`src/rtl/alu_seq_divider_pkg.sv`:
```
// alu_seq_divider_pkg: shared op codes, state encoding and width for the sequential divider
package alu_seq_divider_pkg;
  localparam int WIDTH = 8;
  localparam logic [2:0] OP_PASS   = 3'b000;
  localparam logic [2:0] OP_INC    = 3'b001;
  localparam logic [2:0] OP_ADD    = 3'b010;
  localparam logic [2:0] OP_ADDC   = 3'b011;
  localparam logic [2:0] OP_ADDNOT = 3'b100;
  localparam logic [2:0] OP_SUB    = 3'b101;
  localparam logic [2:0] OP_DEC    = 3'b110;
  localparam logic [2:0] OP_PASS2  = 3'b111;
  typedef enum logic [1:0] {IDLE, DIV, DONE} state_t;
endpackage

```
`src/rtl/alu_seq_divider.sv`:
```
// alu_seq_divider: restoring divider sequencing subtracts through the external arithmetic unit
module alu_seq_divider
  import alu_seq_divider_pkg::*;
#(
  parameter int WIDTH = alu_seq_divider_pkg::WIDTH
) (
  input  logic             clk,
  input  logic             rst_n,
  input  logic             start,
  input  logic [WIDTH-1:0] dividend,
  input  logic [WIDTH-1:0] divisor,
  output logic             busy,
  output logic             done,
  output logic [WIDTH-1:0] quotient,
  output logic [WIDTH-1:0] remainder,
  output logic             div_by_zero,
  output logic [1:0]       alu_sel,
  output logic             alu_cin,
  output logic [WIDTH-1:0] alu_a,
  output logic [WIDTH-1:0] alu_b,
  input  logic [WIDTH-1:0] alu_y
);
  localparam int CW = $clog2(WIDTH);
  state_t state;
  logic [WIDTH-1:0] p, q, d, s, p_nxt;
  logic [CW-1:0] cnt;
  logic ge;
  assign s = {p[WIDTH-2:0], q[WIDTH-1]};
  // the bit shifted out of P makes S+256 exceed D, so the subtract is always taken
  assign ge = p[WIDTH-1] | (s >= d);
  assign p_nxt = ge ? alu_y : s;
  always_comb begin
    {alu_sel, alu_cin} = (state == DIV) ? OP_SUB : OP_PASS;
    alu_a = (state == DIV) ? s : '0;
    alu_b = (state == DIV) ? d : '0;
  end
  always_ff @(posedge clk) begin
    if (!rst_n) begin
      state <= IDLE;
      busy <= 1'b0;
      done <= 1'b0;
      div_by_zero <= 1'b0;
      quotient <= '0;
      remainder <= '0;
      p <= '0;
      q <= '0;
      d <= '0;
      cnt <= '0;
    end else begin
      done <= 1'b0;
      case (state)
        IDLE: if (start) begin
          if (divisor == '0) begin
            state <= DONE;
            done <= 1'b1;
            quotient <= '1;
            remainder <= dividend;
            div_by_zero <= 1'b1;
          end else begin
            state <= DIV;
            busy <= 1'b1;
            d <= divisor;
            q <= dividend;
            p <= '0;
            cnt <= '0;
            div_by_zero <= 1'b0;
          end
        end
        DIV: begin
          p <= p_nxt;
          q <= {q[WIDTH-2:0], ge};
          cnt <= cnt + 1'b1;
          if (cnt == CW'(WIDTH - 1)) begin
            state <= DONE;
            busy <= 1'b0;
            done <= 1'b1;
            quotient <= {q[WIDTH-2:0], ge};
            remainder <= p_nxt;
          end
        end
        DONE: state <= IDLE;
        default: state <= IDLE;
      endcase
    end
  end
endmodule

```
`config.mk`:
```
export PLATFORM = sky130hd
export DESIGN_NAME = alu_seq_divider
export DESIGN_NICKNAME = d
export VERILOG_FILES = /design/src/rtl/alu_seq_divider_pkg.sv /design/src/rtl/alu_seq_divider.sv
export SDC_FILE = /design/constraint.sdc
export NUM_CORES = 1
export LEC_CHECK = 0
export CORE_ASPECT_RATIO = 1.4
export CORE_UTILIZATION = 48
export CTS_CLUSTER_SIZE = 8
export DETAILED_ROUTE_END_ITERATION = 8
export HOLD_SLACK_MARGIN = 0.03
export PLACE_DENSITY = 0.83
export SYNTH_ARGS = -nofsm -noshare
export SYNTH_HDL_FRONTEND = slang
export SYNTH_SLANG_ARGS = --single-unit
export TNS_END_PERCENT = 30
```
`constraint.sdc`:
```
create_clock -name clk -period 2.6 [get_ports clk]
set_input_delay 0.65 -clock clk [delete_from_list [all_inputs] [get_ports clk]]
set_output_delay 0.65 -clock clk [all_outputs]
set_load 0.01 [all_outputs]
```
==> impl_metrics.env <==
export IMPL_antenna_found_initial=0
export IMPL_r2r_cells=7
export IMPL_coreArea_sq_um=4608
export IMPL_synth_top_cell_by_area="dfxtp_1"
export IMPL_synth_edff_count=0
export IMPL_route_detailed_drc=0
export IMPL_drive_gt1_frac=0.07715
export IMPL_leakage_nw=1.142
export IMPL_synth_ff_type="dfxtp_1"
export IMPL_syn_cell_area_sq_um=2327
export IMPL_ys_async_sr_fraction=0
export IMPL_relSlewSlack=0.5181
export IMPL_crit_type="register to output port"
export IMPL_grt_remaining_overflow=0
export IMPL_synth_most_common_cell="dfxtp_1"
export IMPL_post_cts_setup_buffer_count=0
export IMPL_fin_crit_ns=2.430
export IMPL_vias_per_cell=5.744
export IMPL_peakVddDrop_v=0.0003772
export IMPL_crit_path_end_kind="output port"
export IMPL_num_antenna_cells=0
export IMPL_numCtsBuffers=5
export IMPL_synth_seq_cells=48
export IMPL_clk_pin_slew_ns=0.09
export IMPL_dr_first_iter_drc_count=132
export IMPL_yosysUniqueCellTypes=36
export IMPL_ys_seq_area_frac=0.4129
export IMPL_dieArea_sq_um=5135
export IMPL_fmax_ghz=0.4116
export IMPL_start_kind="register"
export IMPL_die_width_um=60.85
export IMPL_tightest_slew_ns=0.7206
export IMPL_grt_pass1_wl_um=9666
export IMPL_clkLatencyLatePin_ns=0.31
export IMPL_dp_cells=391
export IMPL_initial_utilization=0.5050
export IMPL_die_y_um=84.39
export IMPL_rows=29
export IMPL_clk_path_buf_depth=2
export IMPL_yosys_top_cells_area="dfxtp_1 (41%), o21ai_0 (6.7%), nor2_1 (6.1%)"
export IMPL_cts_max_level=2
export IMPL_dpl_hpwl_um=4377
export IMPL_placed_cell_area_sq_um=3000
export IMPL_worstPathMaxFanout=13
export IMPL_clkSinkCount=48
export IMPL_nFillCells=402
export IMPL_routedWlPerCell_um=14.91
export IMPL_ff_latch_area_sq_um=960.9
export IMPL_final_area_sq_um=3115
export IMPL_p_per_area_nw_per_um2=554.0
export IMPL_grt_util_met1=0.2993
export IMPL_ys_warn_count=0
export IMPL_totalWireLength_um=5950
export IMPL_tns_ns=0
export IMPL_min_path_cells=2
export IMPL_multi_input_area_sq_um=1202
export IMPL_skew_ns=0.008864
export IMPL_setup_viol_count_final=0
export IMPL_io_buffers=63
export IMPL_hold_buffers=0
export IMPL_hold_viol_final=0
export IMPL_cts_root_buffer="clkbuf_8"
export IMPL_dr_pass1_iters=4
export IMPL_gp_congestion=0.8867
export IMPL_grt_max_degree=25
export IMPL_io_pins=65
export IMPL_final_cells=399
export IMPL_grt_util_met2=0.4016
export IMPL_grt_busiest_layer="met2"
export IMPL_arrival_ns=1.78
export IMPL_syn_to_final_growth_pct=33.87
export IMPL_dr_total_vias=2292
export IMPL_grt_use_met3=0.05855
export IMPL_grt_pass1_vias=2158
export IMPL_track_usage=0.2482
export IMPL_synth_fp_nets=313
export IMPL_synth_area_per_cell_sq_um=8.432
export IMPL_yosys_top_cells_count="dfxtp_1 (48), nor2_1 (38), o21ai_0 (31)"
export IMPL_syn_instance_count=276
export IMPL_slew_violations=0
export IMPL_netlist_area_leader_share=0.4129
export IMPL_final_nets=373
export IMPL_required_ns=1.95
export IMPL_cts_resized=0
export IMPL_outcome="finished, final reports clean"
export IMPL_tritoncts="done"
export IMPL_post_route_period_util=0.9346
export IMPL_drtAntennaViolNets=0
export IMPL_hp_class="register to register"
export IMPL_rsz0062_at_grt="no"
export IMPL_cap_violations=0
## cells by family (layout without fill, tap and decap cells)
kind of cell,count (synthesis),after routing,share of synthesized area
compound gates,85,85,0.2376
fa+ha+maj,10,10,0.05376
buf+inv,33,94,0.07043
flops,48,48,0.4129
mux,9,9,0.03871
other cells,1,1,0.001611
simple gates,90,90,0.1850
## worst max-delay path, cell delays in order (launching register included)
cell and delay [ns]:
dfxtp_1 0.38, nand2b_1 0.19, clkinv_2 0.19, and2_1 0.24, clkdlybuf4s50_1 0.48
## flip-flops by register name, summed over array words and instances (netlist names), 2 cells and up
register,cells
quotient,8
q,8
state,2
d,8
p,8
remainder,8
cnt,3
## area by class of cell
cell class | count | area share
Sequential cell | 48 | 0.3084
Clock buffer | 5 | 0.02209
Timing Repair Buffer | 74 | 0.2289
Tap cell | 62 | 0.02490
Inverter | 12 | 0.01486
Multi-Input combinational cell | 195 | 0.3859
Clock inverter | 3 | 0.01486
## power by group
group | total [mW] | internal, mW | switching (mW)
clock network | 0.554 | 0.290 | 0.264
logic | 0.366 | 0.159 | 0.206
registers | 0.806 | 0.776 | 0.0297
## layer usage
metal  up-vias  wire, um
met1      1089      2411
met4         0       124
met3        12       313
li1       1111         -
met5         -         0
met2        80      3102
## cells in the final DEF, fill, tap and decap left out, drive strengths merged, types with 3 or more instances in the layout
cell           instances
a22oi                  3
o211ai                 9
clkdlybuf4s50         63
o21ai                 33
mux2i                  9
nand3                  3
a211oi                 4
nand2                 24
clkbuf                 5
a41oi                  8
a21oi                 10
and2                   9
inv                   12
dfxtp                 48
a311oi                 7
or3b                   8
ha                    10
nor2                  38
buf                   11
a31oi                  9
## metrics by stage
step	hold slack, ns	setup WS [ns]	util	power, mW
global route	0.4743	0.06504	0.6761	1.813
finish	0.4527	0.1702	0.6761	1.726
global placement	0.4391	0.1502	0.6511	1.169
floorplan	0.4533	0.7626	-	1.051
detailed placement	0.4450	0.07753	0.6511	1.180
CTS	0.4576	0.1607	0.6761	1.731
## worst paths after layout
| path | from | end | slack (ns) |
|---|---|---|---|
| hold reg to reg | quotient[3] | quotient[3] | 0.45 |
| hold / removal | quotient[3] | quotient[3] | 0.45 |
| setup reg to reg | d[2] | remainder[0] | 0.38 |
| setup / recovery | state[1] | alu_a[1] | 0.17 |
(Power assumes the default switching activity.)
